`src/rtl/pmp_pkg.sv`:
```
// Shared PMP definitions: access-size encodings, address/compare widths and a
// size-to-byte-count helper.
package pmp_pkg;

  localparam int unsigned PMP_AW = 32;
  localparam int unsigned PMP_CW = 36;

  typedef enum logic [1:0] {
    SZ_BYTE  = 2'b00,
    SZ_HALF  = 2'b01,
    SZ_WORD  = 2'b10,
    SZ_DWORD = 2'b11
  } size_e;

  // Byte count of an access, widened to the compare width so sums never wrap.
  function automatic logic [PMP_CW-1:0] size_bytes(input logic [1:0] sz);
    return PMP_CW'(1) << sz;
  endfunction

endpackage

```
`src/rtl/napot_decode.sv`:
```
// Combinational NAPOT region decode: trailing-ones count, base with those
// ones cleared, and region length 2^(k+3) in compare width.
module napot_decode
  import pmp_pkg::*;
(
  input  logic [PMP_AW-1:0] addr_n,
  output logic [5:0]        k,
  output logic [PMP_AW-1:0] base,
  output logic [PMP_CW-1:0] len
);

  logic              stop;
  logic [PMP_AW-1:0] ones_mask;

  always_comb begin
    k    = '0;
    stop = 1'b0;
    for (int unsigned i = 0; i < PMP_AW; i++) begin
      if (!stop) begin
        if (addr_n[i]) k = k + 6'd1;
        else           stop = 1'b1;
      end
    end
  end

  // A shift by the full width yields zero, so k=32 produces an all-ones mask.
  assign ones_mask = ~({PMP_AW{1'b1}} << k);
  assign base      = addr_n & ~ones_mask;
  assign len       = PMP_CW'(1) << (k + 6'd3);

endmodule

```
`src/rtl/napot_match.sv`:
```
// Registered NAPOT range match: flags, one cycle later, whether every byte of
// the access at addr/size lies inside the region encoded by addr_n.
module napot_match
  import pmp_pkg::*;
(
  input  logic              clk,
  input  logic              rst,
  input  logic [PMP_AW-1:0] addr,
  input  logic [PMP_AW-1:0] addr_n,
  input  logic [1:0]        size,
  output logic              napot_out
);

  logic [5:0]        k;
  logic [PMP_AW-1:0] base;
  logic [PMP_CW-1:0] len;
  logic [PMP_CW-1:0] acc_lo, acc_end;
  logic [PMP_CW-1:0] reg_lo, reg_end;
  logic              lo_ok, hi_ok, match_d;
  logic              match_q;

  napot_decode u_decode (
    .addr_n (addr_n),
    .k      (k),
    .base   (base),
    .len    (len)
  );

  assign acc_lo  = PMP_CW'(addr);
  assign acc_end = acc_lo + size_bytes(size);
  assign reg_lo  = PMP_CW'(base);
  assign reg_end = reg_lo + len;

  assign lo_ok = acc_lo >= reg_lo;
  assign hi_ok = acc_end <= reg_end;

  // k=32 spans 2^35 bytes, which already covers any access; the comparators
  // agree, this just makes the full-space case explicit.
  always_comb begin
    match_d = lo_ok && hi_ok;
    if (k == 6'd32) match_d = 1'b1;
  end

  always_ff @(posedge clk) begin
    if (rst) match_q <= 1'b0;
    else     match_q <= match_d;
  end

  assign napot_out = match_q;

endmodule

```
`config.mk`:
```
export PLATFORM = sky130hd
export DESIGN_NAME = napot_match
export DESIGN_NICKNAME = d
export VERILOG_FILES = /design/src/rtl/pmp_pkg.sv /design/src/rtl/napot_decode.sv /design/src/rtl/napot_match.sv
export SDC_FILE = /design/constraint.sdc
export NUM_CORES = 1
export LEC_CHECK = 0
export CAP_MARGIN = 20
export CORE_UTILIZATION = 31
export DETAILED_ROUTE_END_ITERATION = 8
export GPL_ROUTABILITY_DRIVEN = 0
export HOLD_SLACK_MARGIN = 0.1
export PLACE_DENSITY = 0.52
export SETUP_SLACK_MARGIN = 0.05
export SYNTH_ARGS = -nofsm -noshare
export SYNTH_HDL_FRONTEND = slang
export SYNTH_HIERARCHICAL = 1
export SYNTH_SLANG_ARGS = --single-unit
```
`constraint.sdc`:
```
create_clock -name clk -period 25.4 [get_ports clk]
set_clock_uncertainty 0.05 [all_clocks]
set_input_delay 5.08 -clock clk [delete_from_list [all_inputs] [get_ports clk]]
set_output_delay 5.08 -clock clk [all_outputs]
set_load 0.1 [all_outputs]
```
==> flow_summary_export.csv <==
group,metric,value,unit
critical_path,crit_required,25270,ps
timing,hold_viol_final,0,
pwr,internal_power,0.00005403,W
layout,synthToLayoutAreaGrowth,13.79,%
routing,vias,10192,
place,port_buffers,68,
place,placed_area,10250,um2
synth,syn-cell-area,9245,um2
critical_path,slowest_delay,530,ps
floorplan,dieArea,30520,um2
pwr,pwr-share-comb,0.986,
grt,grt_pass1_vias,9242,
timing,slew_headroom,0.3535,
synth,synth-seq-cells,1,
timing,fmax,0.04156,GHz
routing,viasPerCell,5.697,
grt,grt_use_total,0.1976,
outcome,run_status,"completed",
pwr,p_total,0.0001295,W
clocking,hold_buffers,0,
synth,synth_top_cell_by_area,"ha_1",
place,dp_cells,1783,
routing,first_pass_iters,5,
clocking,cts.clk_slew.worst_paths,0,ps
critical_path,crit_path_end,"napot_out",
routing,wl_per_cell,17.84,um
floorplan,core.rowCount,62,
critical_path,end_kind,"flop",
routing,met2_wirelength,14.33,mm
pwr,p_per_area,12.31,nW/um2
layout,design_area,10520,um2
job,max_cap_violations,0,
synth,synthCells,1369,
routing,antenna_left,0,
place,hpwl,26.80,mm
timing,worst_slew_pin_slew,961.7,ps
synth,yosys_warnings,6,
grt,grt.overflow.total,0,
synth,ys_seq_area_frac,0.002165,
timing,setup_violations,0,
routing,top_layer_used,"met4",
pwr,p_seq_frac,0.014,
layout,final_cell_mix,"nand2_1, nor2_1, ha_1, a21oi_1, inv_1",
synth,postSynthAreaPerCell,6.753,um2
routing,dr.first_iter.drc_count,741,
floorplan,die_h,174.7,um
layout,largest_reg_flops,1,
pwr,leakage,4.377,nW
layout,instances_no_fill,1789,
routing,drc,0,
routing,met3_length,1.300,mm
floorplan,die_w,174.7,um
synth,synthFlopType,"dfxtp_1",
critical_path,crit_start,"addr_n[2]",
synth,syn-num-nets,1570,
critical_path,worstPathArrival,23930,ps
timing,final-max-slew-violation-count,0,
synth,synth_top_area_frac,0.1773,
grt,antenna_found_initial,0,
routing,finalWirelength,31.92,mm
layout,final_common_cell,"nand2_1",
synth,async_reset_ff_frac,0,
layout,drive_above_1_share,0.06975,
routing,drt-met1-wl,15.57,mm
timing,fin_tns_setup,0,ps
synth,synth_edf_count,0,
grt,grt_pass1_wl,49.55,mm
critical_path,path_max_fanout,12,
pwr,p_clk_frac,0,
hold_path,min_path_type,"in2reg",
grt,grt_max_degree,25,
layout,diodes,0,
floorplan,fp.coreArea,29010,um2
synth,netlist_top_cells_area,"ha_1, xnor2_1, nand2_1",
synth,ys_types,101,
timing,rsz0062_at_grt,"no",
floorplan,initial_core_util,0.3187,
timing,fin_crit,24060,ps
critical_path,worstSetupPathType,"in2reg",
critical_path,cp_slowest_cell,"clkdlybuf4s50_1",
floorplan,ioPinCount,69,
layout,nets,1608,
critical_path,cpMostUsedCell,"ha_1",
critical_path,cp-start-kind,"input pin",
timing,min_period_over_period,0.9473,
pwr,ir_drop,0.005047,mV
pwr,p_sw,0.00007548,W
pwr,swShare,0.5828,
[power groups by stage]
stage                     Clock [W]  Sequential [W]  Combinational, W
after global routing              0      0.00000176          0.000141
after global placement            0      0.00000177          0.000121
after CTS                         0      0.00000176          0.000123
after detailed placement          0      0.00000176          0.000122
final                             0      0.00000175          0.000128
after floorplan                   0      0.00000259         0.0000795
[how the worst min path moves through the flow]
stage | from | to | slack (ps) | depth (start not counted)
floorplan | rst | napot_out | 5090 | 1
global placement | rst | napot_out | 5710 | 2
detailed placement | rst | napot_out | 5720 | 2
CTS | rst | napot_out | 5710 | 2
global route | rst | napot_out | 5710 | 2
finish | rst | napot_out | 5710 | 2
[cell usage after synthesis (9+ instances only)]
cell      count
xor2_1       41
clkbuf_1     27
nor3_1       43
a31oi_1      12
and3_1       28
a21oi_1      97
mux2i_1      25
inv_1        88
nand4_1      35
nand2b_1     20
o211ai_1     11
nor2_1      137
nor4_1       17
a211oi_1     14
o21a_1        9
buf_2         9
nand3_1      56
nor2b_1      23
nand2_1     147
a21o_1       23
xnor2_1      78
and2_1       12
or3_1        10
o21ai_0      88
mux2_2        9
ha_1        131
[what timing repair did]
| item | in CTS | in global routing |
|---|---|---|
| cloned | 0 | 1 |
| resized for setup | 1 | 51 |
| setup buffers | 0 | 5 |
| pin swaps | 0 | 9 |
| setup endpoints to repair | 1 | 1 |
[worst max-delay path: cells and delay by family]
family / cells / cell delay (ps)
AO/OA/AOI/OAI: 38 / 6360
adder cells (fa/ha/maj): 18 / 5450
AND/OR/NAND/NOR: 24 / 3700
multiplexers: 8 / 1550
XOR/XNOR: 5 / 970
buffers and inverters: 4 / 760
[logic make-up (layout without fill, tap and decap cells)]
| kind of cell | Yosys count | count (layout) | share of synthesized area |
|---|---|---|---|
| AO/OA/AOI/OAI | 350 | 350 | 0.2519 |
| XOR/XNOR | 133 | 134 | 0.1458 |
| adder cells (fa/ha/maj) | 135 | 135 | 0.1838 |
| buffers and inverters | 136 | 171 | 0.05941 |
| flip-flops | 1 | 1 | 0.002165 |
| multiplexers | 36 | 36 | 0.04101 |
| AND/OR/NAND/NOR | 578 | 578 | 0.3160 |
[layout make-up]
cell class | instances | area [um2]
sequential | 1 | 20.02
timing repair buffer | 79 | 773.2
tap | 384 | 480.5
fill | 3198 | 18490
multi-input combinational | 1233 | 8901
inverter | 92 | 345.3
[routing by layer]
layer / vias to the layer above / GRT usage
met4: 0 / 0.03659
met3: 40 / 0.009356
li1: 5074 / -
met2: 262 / 0.3242
met5: - / 0
met1: 4816 / 0.2854
[metrics by stage]
stage               hold slack (ps)  utilization  setup WS (ps)
floorplan                      5095            -           2949
global placement               5714       0.3532          624.7
detailed placement             5720       0.3532         -127.3
CTS                            5712       0.3535          72.43
global route                   5712       0.3626          23.34
finish                         5714       0.3626           1338
Note: power is estimated with default switching activity, not from simulation.
